$ cat src/rtl/pipeline_stall_ctrl_pkg.sv
// Shared constants, IR field accessors and FSM state type for the pipeline stall controller.
// Used by the top, the hazard detector and the interface.
package pipeline_ctrl_pkg;

    localparam logic [4:0] LW    = 5'b01000;
    localparam logic [4:0] SW    = 5'b00111;
    localparam logic [4:0] RTYPE = 5'b00000;
    localparam logic [4:0] BNE   = 5'b00010;
    localparam logic [4:0] BLT   = 5'b00110;
    localparam logic [4:0] JR    = 5'b00100;

    localparam logic [4:0] MULT  = 5'b00110;
    localparam logic [4:0] DIV   = 5'b00111;

    localparam int OPCODE_MSB = 31;
    localparam int OPCODE_LSB = 27;
    localparam int RD_MSB     = 26;
    localparam int RD_LSB     = 22;
    localparam int RS_MSB     = 21;
    localparam int RS_LSB     = 17;
    localparam int RT_MSB     = 16;
    localparam int RT_LSB     = 12;
    localparam int ALUOP_MSB  = 6;
    localparam int ALUOP_LSB  = 2;

    typedef enum logic {
        RUN     = 1'b0,
        MD_WAIT = 1'b1
    } state_t;

    function automatic logic [4:0] get_opcode(input logic [31:0] ir);
        return ir[OPCODE_MSB:OPCODE_LSB];
    endfunction

    function automatic logic [4:0] get_rd(input logic [31:0] ir);
        return ir[RD_MSB:RD_LSB];
    endfunction

    function automatic logic [4:0] get_rs(input logic [31:0] ir);
        return ir[RS_MSB:RS_LSB];
    endfunction

    function automatic logic [4:0] get_rt(input logic [31:0] ir);
        return ir[RT_MSB:RT_LSB];
    endfunction

    function automatic logic [4:0] get_aluop(input logic [31:0] ir);
        return ir[ALUOP_MSB:ALUOP_LSB];
    endfunction

    function automatic logic is_mult(input logic [31:0] ir);
        return (get_opcode(ir) == RTYPE) && (get_aluop(ir) == MULT);
    endfunction

    function automatic logic is_div(input logic [31:0] ir);
        return (get_opcode(ir) == RTYPE) && (get_aluop(ir) == DIV);
    endfunction

endpackage

$ cat src/rtl/pipeline_stall_ctrl_if.sv
// Pipeline-side signal bundle of the stall controller; stall_cycles exists only with STALL_PERF_EN.
// All controls are level signals sampled on the rising clock edge; there is no valid/ready pairing.
interface pipeline_stall_ctrl_if;
    import pipeline_ctrl_pkg::*;

    logic [31:0] decodeIR;
    logic [31:0] executeIR;
    logic        branch_taken;
    logic        md_ready;

    logic        pc_en;
    logic        fd_en;
    logic        dx_en;
    logic        fd_flush;
    logic        dx_nop;
    logic        xm_nop;
    logic        md_ctrl_mult;
    logic        md_ctrl_div;
    logic        md_wb_sel;
    logic        md_busy;
    logic        md_timeout;
    state_t      state;
`ifdef STALL_PERF_EN
    logic [31:0] stall_cycles;
`endif

    modport master (
`ifdef STALL_PERF_EN
        input  stall_cycles,
`endif
        output decodeIR, executeIR, branch_taken, md_ready,
        input  pc_en, fd_en, dx_en, fd_flush, dx_nop, xm_nop,
        input  md_ctrl_mult, md_ctrl_div, md_wb_sel, md_busy, md_timeout, state
    );

    modport slave (
`ifdef STALL_PERF_EN
        output stall_cycles,
`endif
        input  decodeIR, executeIR, branch_taken, md_ready,
        output pc_en, fd_en, dx_en, fd_flush, dx_nop, xm_nop,
        output md_ctrl_mult, md_ctrl_div, md_wb_sel, md_busy, md_timeout, state
    );

endinterface

$ cat src/rtl/pipeline_stall_ctrl_hazard_detect.sv
// Combinational load-use detector: a lw in execute whose non-zero rd feeds a decode source register.
module hazard_detect
    import pipeline_ctrl_pkg::*;
(
    input  logic [31:0] decodeIR,
    input  logic [31:0] executeIR,
    output logic        load_use
);

    logic [4:0] dec_op;
    logic [4:0] exe_rd;
    logic       use_rt;
    logic       use_rd;
    logic       hit_rs;
    logic       hit_rt;
    logic       hit_rd;

    always_comb begin
        dec_op = get_opcode(decodeIR);
        exe_rd = get_rd(executeIR);
        use_rt = (dec_op == RTYPE);
        // Stores and register-compare branches/jr read rd as a source operand.
        use_rd = (dec_op == SW) || (dec_op == BNE) || (dec_op == BLT) || (dec_op == JR);
        hit_rs = (get_rs(decodeIR) == exe_rd);
        hit_rt = use_rt && (get_rt(decodeIR) == exe_rd);
        hit_rd = use_rd && (get_rd(decodeIR) == exe_rd);
        load_use = (get_opcode(executeIR) == LW) && (exe_rd != 5'd0)
                   && (hit_rs || hit_rt || hit_rd);
    end

endmodule

$ cat src/rtl/pipeline_stall_ctrl.sv
// Pipeline sequencer: load-use interlock, taken-branch flush and multdiv start/wait/hand-off.
// Optional stall_cycles performance counter is built when STALL_PERF_EN is defined.
module pipeline_stall_ctrl
    import pipeline_ctrl_pkg::*;
#(
    parameter int MD_TIMEOUT = 40,
    parameter int CNT_W      = 6
) (
    input  logic                 clock,
    input  logic                 reset,
    pipeline_stall_ctrl_if.slave bus
);

    localparam logic [CNT_W-1:0] TIMEOUT_CNT = CNT_W'(MD_TIMEOUT);

    state_t           state;
    state_t           state_nxt;
    logic [CNT_W-1:0] cnt;
    logic [CNT_W-1:0] cnt_nxt;
    logic             timeout_q;
    logic             set_timeout;

    logic load_use;
    logic exe_mult;
    logic exe_div;
    logic exe_md;

    logic pc_en;
    logic fd_en;
    logic dx_en;
    logic fd_flush;
    logic dx_nop;
    logic xm_nop;
    logic md_ctrl_mult;
    logic md_ctrl_div;
    logic md_wb_sel;

    hazard_detect u_hazard (
        .decodeIR  (bus.decodeIR),
        .executeIR (bus.executeIR),
        .load_use  (load_use)
    );

    assign exe_mult = is_mult(bus.executeIR);
    assign exe_div  = is_div(bus.executeIR);
    assign exe_md   = exe_mult || exe_div;

    always_ff @(posedge clock or negedge reset) begin
        if (!reset) begin
            state     <= RUN;
            cnt       <= '0;
            timeout_q <= 1'b0;
        end else begin
            state <= state_nxt;
            cnt   <= cnt_nxt;
            if (set_timeout) begin
                timeout_q <= 1'b1;
            end
        end
    end

    always_comb begin
        state_nxt   = state;
        cnt_nxt     = cnt;
        set_timeout = 1'b0;
        case (state)
            RUN: begin
                if (!bus.branch_taken && exe_md) begin
                    state_nxt = MD_WAIT;
                    cnt_nxt   = CNT_W'(1);
                end
            end
            MD_WAIT: begin
                if (bus.md_ready) begin
                    state_nxt = RUN;
                    cnt_nxt   = '0;
                end else if (cnt == TIMEOUT_CNT) begin
                    // Abandon the operation; the flag stays set until reset.
                    state_nxt   = RUN;
                    cnt_nxt     = '0;
                    set_timeout = 1'b1;
                end else begin
                    cnt_nxt = cnt + CNT_W'(1);
                end
            end
            default: begin
                state_nxt = RUN;
                cnt_nxt   = '0;
            end
        endcase
    end

    // Outputs are held at their reset values while reset is low, even if a mult/div sits in execute.
    always_comb begin
        pc_en        = 1'b1;
        fd_en        = 1'b1;
        dx_en        = 1'b1;
        fd_flush     = 1'b0;
        dx_nop       = 1'b0;
        xm_nop       = 1'b0;
        md_ctrl_mult = 1'b0;
        md_ctrl_div  = 1'b0;
        md_wb_sel    = 1'b0;
        if (reset) begin
            case (state)
                RUN: begin
                    if (bus.branch_taken) begin
                        fd_flush = 1'b1;
                        dx_nop   = 1'b1;
                    end else if (exe_md) begin
                        md_ctrl_mult = exe_mult;
                        md_ctrl_div  = exe_div;
                        pc_en        = 1'b0;
                        fd_en        = 1'b0;
                        dx_en        = 1'b0;
                        xm_nop       = 1'b1;
                    end else if (load_use) begin
                        pc_en  = 1'b0;
                        fd_en  = 1'b0;
                        dx_nop = 1'b1;
                    end
                end
                MD_WAIT: begin
                    if (bus.md_ready) begin
                        md_wb_sel = 1'b1;
                    end else if (cnt == TIMEOUT_CNT) begin
                        xm_nop = 1'b1;
                    end else begin
                        pc_en  = 1'b0;
                        fd_en  = 1'b0;
                        dx_en  = 1'b0;
                        xm_nop = 1'b1;
                    end
                end
                default: begin
                    pc_en = 1'b1;
                end
            endcase
        end
    end

    assign bus.pc_en        = pc_en;
    assign bus.fd_en        = fd_en;
    assign bus.dx_en        = dx_en;
    assign bus.fd_flush     = fd_flush;
    assign bus.dx_nop       = dx_nop;
    assign bus.xm_nop       = xm_nop;
    assign bus.md_ctrl_mult = md_ctrl_mult;
    assign bus.md_ctrl_div  = md_ctrl_div;
    assign bus.md_wb_sel    = md_wb_sel;
    assign bus.md_busy      = (state == MD_WAIT);
    assign bus.md_timeout   = timeout_q;
    assign bus.state        = state;

`ifdef STALL_PERF_EN
    logic [31:0] stall_q;

    always_ff @(posedge clock or negedge reset) begin
        if (!reset) begin
            stall_q <= '0;
        end else if (!pc_en && (stall_q != 32'hFFFF_FFFF)) begin
            stall_q <= stall_q + 32'd1;
        end
    end

    assign bus.stall_cycles = stall_q;
`endif

endmodule

$ cat src/flat_wrapper.sv
// flat-port wrapper written by rule: the top's interface ports become plain ports
module pipeline_stall_ctrl_flat import pipeline_ctrl_pkg::*;
#(
    parameter int MD_TIMEOUT = 40,
    parameter int CNT_W      = 6
)
  (clock, reset, bus_decodeIR, bus_executeIR, bus_branch_taken, bus_md_ready, bus_pc_en, bus_fd_en, bus_dx_en, bus_fd_flush, bus_dx_nop, bus_xm_nop, bus_md_ctrl_mult, bus_md_ctrl_div, bus_md_wb_sel, bus_md_busy, bus_md_timeout, bus_state);
  pipeline_stall_ctrl_if bus_i ();
  input  logic clock;
  input  logic reset;
  input wire logic [$bits(bus_i.decodeIR)-1:0] bus_decodeIR;
  input wire logic [$bits(bus_i.executeIR)-1:0] bus_executeIR;
  input wire logic [$bits(bus_i.branch_taken)-1:0] bus_branch_taken;
  input wire logic [$bits(bus_i.md_ready)-1:0] bus_md_ready;
  output wire logic [$bits(bus_i.pc_en)-1:0] bus_pc_en;
  output wire logic [$bits(bus_i.fd_en)-1:0] bus_fd_en;
  output wire logic [$bits(bus_i.dx_en)-1:0] bus_dx_en;
  output wire logic [$bits(bus_i.fd_flush)-1:0] bus_fd_flush;
  output wire logic [$bits(bus_i.dx_nop)-1:0] bus_dx_nop;
  output wire logic [$bits(bus_i.xm_nop)-1:0] bus_xm_nop;
  output wire logic [$bits(bus_i.md_ctrl_mult)-1:0] bus_md_ctrl_mult;
  output wire logic [$bits(bus_i.md_ctrl_div)-1:0] bus_md_ctrl_div;
  output wire logic [$bits(bus_i.md_wb_sel)-1:0] bus_md_wb_sel;
  output wire logic [$bits(bus_i.md_busy)-1:0] bus_md_busy;
  output wire logic [$bits(bus_i.md_timeout)-1:0] bus_md_timeout;
  output wire logic [$bits(bus_i.state)-1:0] bus_state;
  assign bus_i.decodeIR = bus_decodeIR;
  assign bus_i.executeIR = bus_executeIR;
  assign bus_i.branch_taken = bus_branch_taken;
  assign bus_i.md_ready = bus_md_ready;
  assign bus_pc_en = bus_i.pc_en;
  assign bus_fd_en = bus_i.fd_en;
  assign bus_dx_en = bus_i.dx_en;
  assign bus_fd_flush = bus_i.fd_flush;
  assign bus_dx_nop = bus_i.dx_nop;
  assign bus_xm_nop = bus_i.xm_nop;
  assign bus_md_ctrl_mult = bus_i.md_ctrl_mult;
  assign bus_md_ctrl_div = bus_i.md_ctrl_div;
  assign bus_md_wb_sel = bus_i.md_wb_sel;
  assign bus_md_busy = bus_i.md_busy;
  assign bus_md_timeout = bus_i.md_timeout;
  assign bus_state = bus_i.state;
  pipeline_stall_ctrl #(.MD_TIMEOUT(MD_TIMEOUT), .CNT_W(CNT_W)) u_core (.clock(clock), .reset(reset), .bus(bus_i));
endmodule
$ cat config.mk
export PLATFORM = sky130hd
export DESIGN_NAME = pipeline_stall_ctrl_flat
export DESIGN_NICKNAME = d
export VERILOG_FILES = /design/src/rtl/pipeline_stall_ctrl_pkg.sv /design/src/rtl/pipeline_stall_ctrl_if.sv /design/src/rtl/pipeline_stall_ctrl_hazard_detect.sv /design/src/rtl/pipeline_stall_ctrl.sv /design/src/flat_wrapper.sv
export SDC_FILE = /design/constraint.sdc
export NUM_CORES = 1
export LEC_CHECK = 0
export ABC_CLOCK_PERIOD_IN_PS = 1900
export BUFFER_PORTS_ARGS = -buffer_cell sky130_fd_sc_hd__buf_4
export CORE_UTILIZATION = 34
export DETAILED_ROUTE_END_ITERATION = 10
export PLACE_DENSITY = 0.76
export SLEW_MARGIN = 10
export SYNTH_ARGS = -nofsm -noshare
export SYNTH_HDL_FRONTEND = slang
export SYNTH_SLANG_ARGS = --single-unit
$ cat constraint.sdc
create_clock -name clock -period 1.9 [get_ports clock]
set_clock_uncertainty 0.15 [all_clocks]
set_input_delay 0.095 -clock clock [delete_from_list [all_inputs] [get_ports clock]]
set_output_delay 0.095 -clock clock [all_outputs]
set_load 0.005 [all_outputs]
After elaboration in Yosys (flattened, before gate mapping)
Index checks and enable logic that the tools add are counted.
{"block": "totals", "ff_bits": 8, "elab_cells": 79}
{"block": "op_classes", "addsub": 1, "eq_ne": 12, "mux": 45, "bitwise": 1, "n_reduce_logical": 17}
{"operator": "1-bit two-way mux", "count": 37}
{"operator": "5-bit by 3-bit equality test with 1-bit output, second input constant", "count": 5}
{"operator": "6-bit two-way mux", "count": 3}
{"operator": "5-bit equality test", "count": 3}
{"operator": "6-bit one-hot mux with 2 select lines", "count": 1}
{"operator": "5-bit zero test", "count": 2}
{"operator": "1-bit one-hot mux with 2 select lines", "count": 4}
{"operator": "1-bit logical AND", "count": 7}
{"operator": "6-bit by 1-bit adder with 6-bit output, second input constant", "count": 1}
{"operator": "6-bit equality test, second input constant", "count": 1}
{"operator": "1-bit logical OR", "count": 6}
{"operator": "5-bit by 2-bit equality test with 1-bit output, second input constant", "count": 1}
{"operator": "5-bit by 4-bit equality test with 1-bit output, second input constant", "count": 1}
{"operator": "5-bit nonzero test", "count": 1}
{"operator": "2-bit by 1-bit inequality test with 1-bit output, second input constant", "count": 1}
{"operator": "1-bit zero test", "count": 1}
{"operator": "1-bit NOT", "count": 1}

Depth between registers and ports, before layout
{"block": "depth", "ltp_word": 12, "mapped_depth": 7, "ltp_nobuf": 7}

Cells and area by module
From an unflattened synthesis, not the netlist that was laid out.
{"block": "unflattened", "hier_cells": 95, "hier_area_um2": 843.3}
{"mod": "pipeline_stall_ctrl", "n_inst": 1, "cells_each": 64, "area_each_um2": 619.3, "seq_area_each_um2": 200.2}
{"mod": "hazard_detect", "n_inst": 1, "cells_each": 31, "area_each_um2": 224.0, "seq_area_each_um2": 0.0}

Least setup slack after synthesis
OpenSTA, ideal clock, no wires.
{"block": "synth_path", "kind": "register to output", "from": "reg u_core.cnt[0]", "to": "out bus_pc_en", "arrival_ns": 1.465, "required_ns": 1.655, "setup_slack_ns": 0.190, "path_stages_with_launch": 8, "n_path_buf": 1, "cell_sequence": "dfrtp_1 > inv_1 > ha_1 > and4bb_1 > a21boi_0 > a21oi_1 > o31a_1 > buf_4"}
{"block": "synth_via", "elab_chain_len": 5}
{"element": "from (decl)", "line_no": "pipeline_stall_ctrl.sv:18", "source": "logic [CNT_W-1:0] cnt;"}
{"element": "from (signal assigned)", "line_no": "pipeline_stall_ctrl.sv:55", "source": "cnt <= cnt_nxt;"}
{"element": "6-bit equality test", "line_no": "pipeline_stall_ctrl.sv:126", "source": "end else if (cnt == TIMEOUT_CNT) begin"}
{"element": "1-bit two-way mux (2 in series)"}
{"element": "1-bit one-hot mux with 2 select lines"}
{"element": "1-bit two-way mux"}
{"element": "to (decl)", "line_no": "flat_wrapper.sv:15", "source": "output wire logic [$bits(bus_i.pc_en)-1:0] bus_pc_en;"}
No other way between the ends.

Worst setup path after layout
{"block": "layout_path", "from": "reg u_core.cnt[0]", "to": "out bus_pc_en"}
{"block": "layout_via", "elab_chain_len": 5}
{"element": "6-bit equality test", "line_no": "pipeline_stall_ctrl.sv:126"}
{"element": "1-bit two-way mux", "line_no": "pipeline_stall_ctrl.sv:126"}
{"element": "1-bit two-way mux", "line_no": "pipeline_stall_ctrl.sv:124", "source": "if (bus.md_ready) begin"}
{"element": "1-bit one-hot mux with 2 select lines", "line_no": "pipeline_stall_ctrl.sv:105", "source": "case (state)"}
{"element": "1-bit two-way mux", "line_no": "pipeline_stall_ctrl.sv:104", "source": "if (reset) begin"}
No other way between the ends.

==> impl_metrics.tcl <==
set metrics [dict create \
    status "complete, no violations" \
    final_nets 219 \
    nFillCells 182 \
    crit_slowest_cell "dfrtp_1" \
    setup_violations 0 \
    dp.cells 163 \
    netlist_instances 87 \
    avgSynthCellArea_um2 8.543 \
    antenna_found_initial 0 \
    area_growth_pct 68.18 \
    drc_errors 0 \
    clk_transition_reported_paths_ps 50 \
    htree_levels 1 \
    clock-sinks 8 \
    path_class "reg2out" \
    post-place-ws_ps 145.6 \
    worst-path-buf-inv 2 \
    core-area_um2 2002 \
    routed_wl_um 1969 \
    ys_types 34 \
    ctsRootBufferMaster "clkbuf_4" \
    io_buffers 50 \
    dr_total_vias 891 \
    final_max_slew_viol_count 0 \
    tightest_slew_ps 444.9 \
    regArea_um2 200.2 \
    leakagePower_uw 0.0006166 \
    finalCritPeriodShare 0.9938 \
    drtAntennaViolNets 0 \
    r2r-end "u_core.cnt[5]" \
    fin_util 0.6244 \
    critical_path.top_delay_family "compound AO/OA/AOI/OAI gates" \
    tns_ps 0 \
    grt_start_max_net_pins 13 \
    syn-cell-area_um2 743.2 \
    synth_fp_nets 157 \
    io_pins 80 \
    r2r_cells 9 \
    rsz0062_at_grt "true" \
    r2r-start "u_core.cnt[0]" \
    postPlaceCellArea_um2 1145 \
    antenna_cells 0 \
    grt_pass1_wl_um 3270 \
    rows 16 \
    dr.pass1.iters 4 \
    cts_tree "done" \
    cts_made_buffers 3 \
    layout.cells.non_filler 174 \
    synth_top_area_cell "dfrtp_1" \
    fp.dieArea_um2 2377 \
    yosys-top-cells-area "dfrtp_1 27%, xnor2_1 13%, xor2_1 5.9%" \
    max_cap_viol_count 0 \
    dp_hpwl_um 1563 \
    viasPerCell 5.121 \
    cp.arrival_ps 1640 \
    cp_max_fo 2 \
    yosysSeqAreaShare 0.2694 \
    die_h_um 48.76 \
    cp-start-kind "register" \
    vdd_ir_drop_max_mv 0.2222 \
    grt_pass1_vias 824 \
    globalplace.congestion 0.8308 \
    reg2reg_slack_ps 50 \
    multi_input_area_um2 525.5 \
    synth_warnings 0 \
    drt_iter0_drc 8 \
    hold_violations 0 \
    drive_gt1_frac 0.4830 \
    fin_area_um2 1250 \
    die_x_um 48.76 \
    synth-seq-cells 8 \
    period_needed_ps 1888 \
    post_drt_wl_per_cell_um 11.32 \
    min_path_type "in2async" \
    cts_buffer_depth 2 \
    clock_latency_ps 250 \
    worst_slack_ps 11.85 \
    start_util 0.3713 \
    p_per_area_nw_per_um2 367.3 \
    worstPathRequired_ps 1650 \
    end_kind "output port" \
    synth_top_cell_area_share 0.2694 \
    slew_headroom 0.7020 \
    overflow 0 \
    slowest_delay_ps 400 \
    grt_usage 0.1692 \
    fmax_mhz 529.6 \
    cp_cell_sequence "inv_2, ha_4, and4bb_1, a21boi_2, a21oi_2, o31a_1, buf_4" \
]
[what timing repair did]
item / 4_1_cts / 5_1_grt
endpoints found under the hold margin: 8 / 0
setup buffers: 4 / 3
pin swaps: 1 / 2
hold buffers: 1 / 0
setup endpoints to repair: 2 / 3
resized for setup: 4 / 3
[cells in the final DEF, fill, tap and decap left out, types with 3 or more instances in the layout]
cell       n
clkbuf_4   3
nor2_1     7
buf_4     59
nand2_1    3
xor2_1     5
dfrtp_1    8
xnor2_1   11
o21ai_0    6
a21oi_1    3
nand3_1    4
[worst max-delay path by stage]
stage / startpoint / to / slack [ps] / cells after the start
2_1_floorplan: u_core.cnt[0] / bus_pc_en / 190 / 7
3_3_place_gp: u_core.cnt[0] / bus_pc_en / 130 / 7
3_5_place_dp: u_core.cnt[0] / bus_fd_en / 150 / 7
4_1_cts: u_core.cnt[0] / bus_fd_en / 30 / 7
5_1_grt: u_core.cnt[0] / bus_fd_en / -90 / 7
6_report: u_core.cnt[0] / bus_pc_en / 10 / 7
[sequential cells by signal (all words and copies together), names as in the netlist]
| name | count |
|---|---|
| u_core.cnt | 6 |
| u_core.bus.md_busy | 1 |
| u_core.bus.md_timeout | 1 |
[power breakdown]
| group | switching, µW | internal (µW) | leakage, µW | total (µW) |
|---|---|---|---|---|
| sequential | 2.77 | 174 | 0.000107 | 177 |
| clock | 55.9 | 72.2 | 0.0000138 | 128 |
| combinational | 59.3 | 95.1 | 0.000496 | 154 |
[kinds of logic (layout without fill, tap and decap cells)]
family / Yosys count / after routing / synth area share
and+or+nand+nor: 30 / 30 / 0.2458
AOI/OAI and AO/OA: 24 / 24 / 0.2121
xor gates and xnor gates: 16 / 16 / 0.1885
DFF: 8 / 8 / 0.2694
buffers and inverters: 7 / 67 / 0.05050
adders and majority gates: 2 / 2 / 0.03366
[cell usage after synthesis, drive strengths merged]
cell	count
a21o	1
nor3	3
inv	4
a31oi	2
and4bb	1
o21a	1
xnor2	11
dfrtp	8
nand4	2
a22o	2
nand2b	1
a21oi	4
o311a	1
a21bo	1
buf	3
xor2	5
nand2	3
and2b	1
and3	2
or3	1
o21ai	8
a21boi	1
a31o	1
nor2	7
ha	2
nor4	3
nor4bb	1
o31ai	1
and2	1
o31a	1
nand3	4
[per-stage QoR]
stage          total power (µW)  hold slack (ps)
2_1_floorplan             230.3           -350.6
3_3_place_gp              314.1           -217.9
3_5_place_dp              317.5           -218.1
4_1_cts                   453.9            56.64
5_1_grt                   487.5            57.76
6_report                  459.1            57.95
[layout make-up]
cell class                 count  share of cell area
multi-input combinational     72              0.4204
timing repair buffer          60              0.3624
sequential                     8              0.1602
tap                           27             0.02703
clock buffer                   3             0.01802
inverter                       4             0.01201
[worst reg2reg max path: stages (launching register included)]
cell,delay [ps]
dfrtp_1,370
inv_2,60
ha_4,150
and4bb_1,220
buf_4,140
buf_4,130
a21bo_2,230
a31oi_1,140
o21ai_1,70
o21ai_1,100
[per-layer routing]
layer	track usage	up-vias	part of all wire
met2	0.3264	44	0.54
met5	0	-	0
li1	-	434	-
met1	0.1893	413	0.39
met3	0.02516	0	0.067
met4	0.04412	0	0
Power figures use the tool's default switching activity.
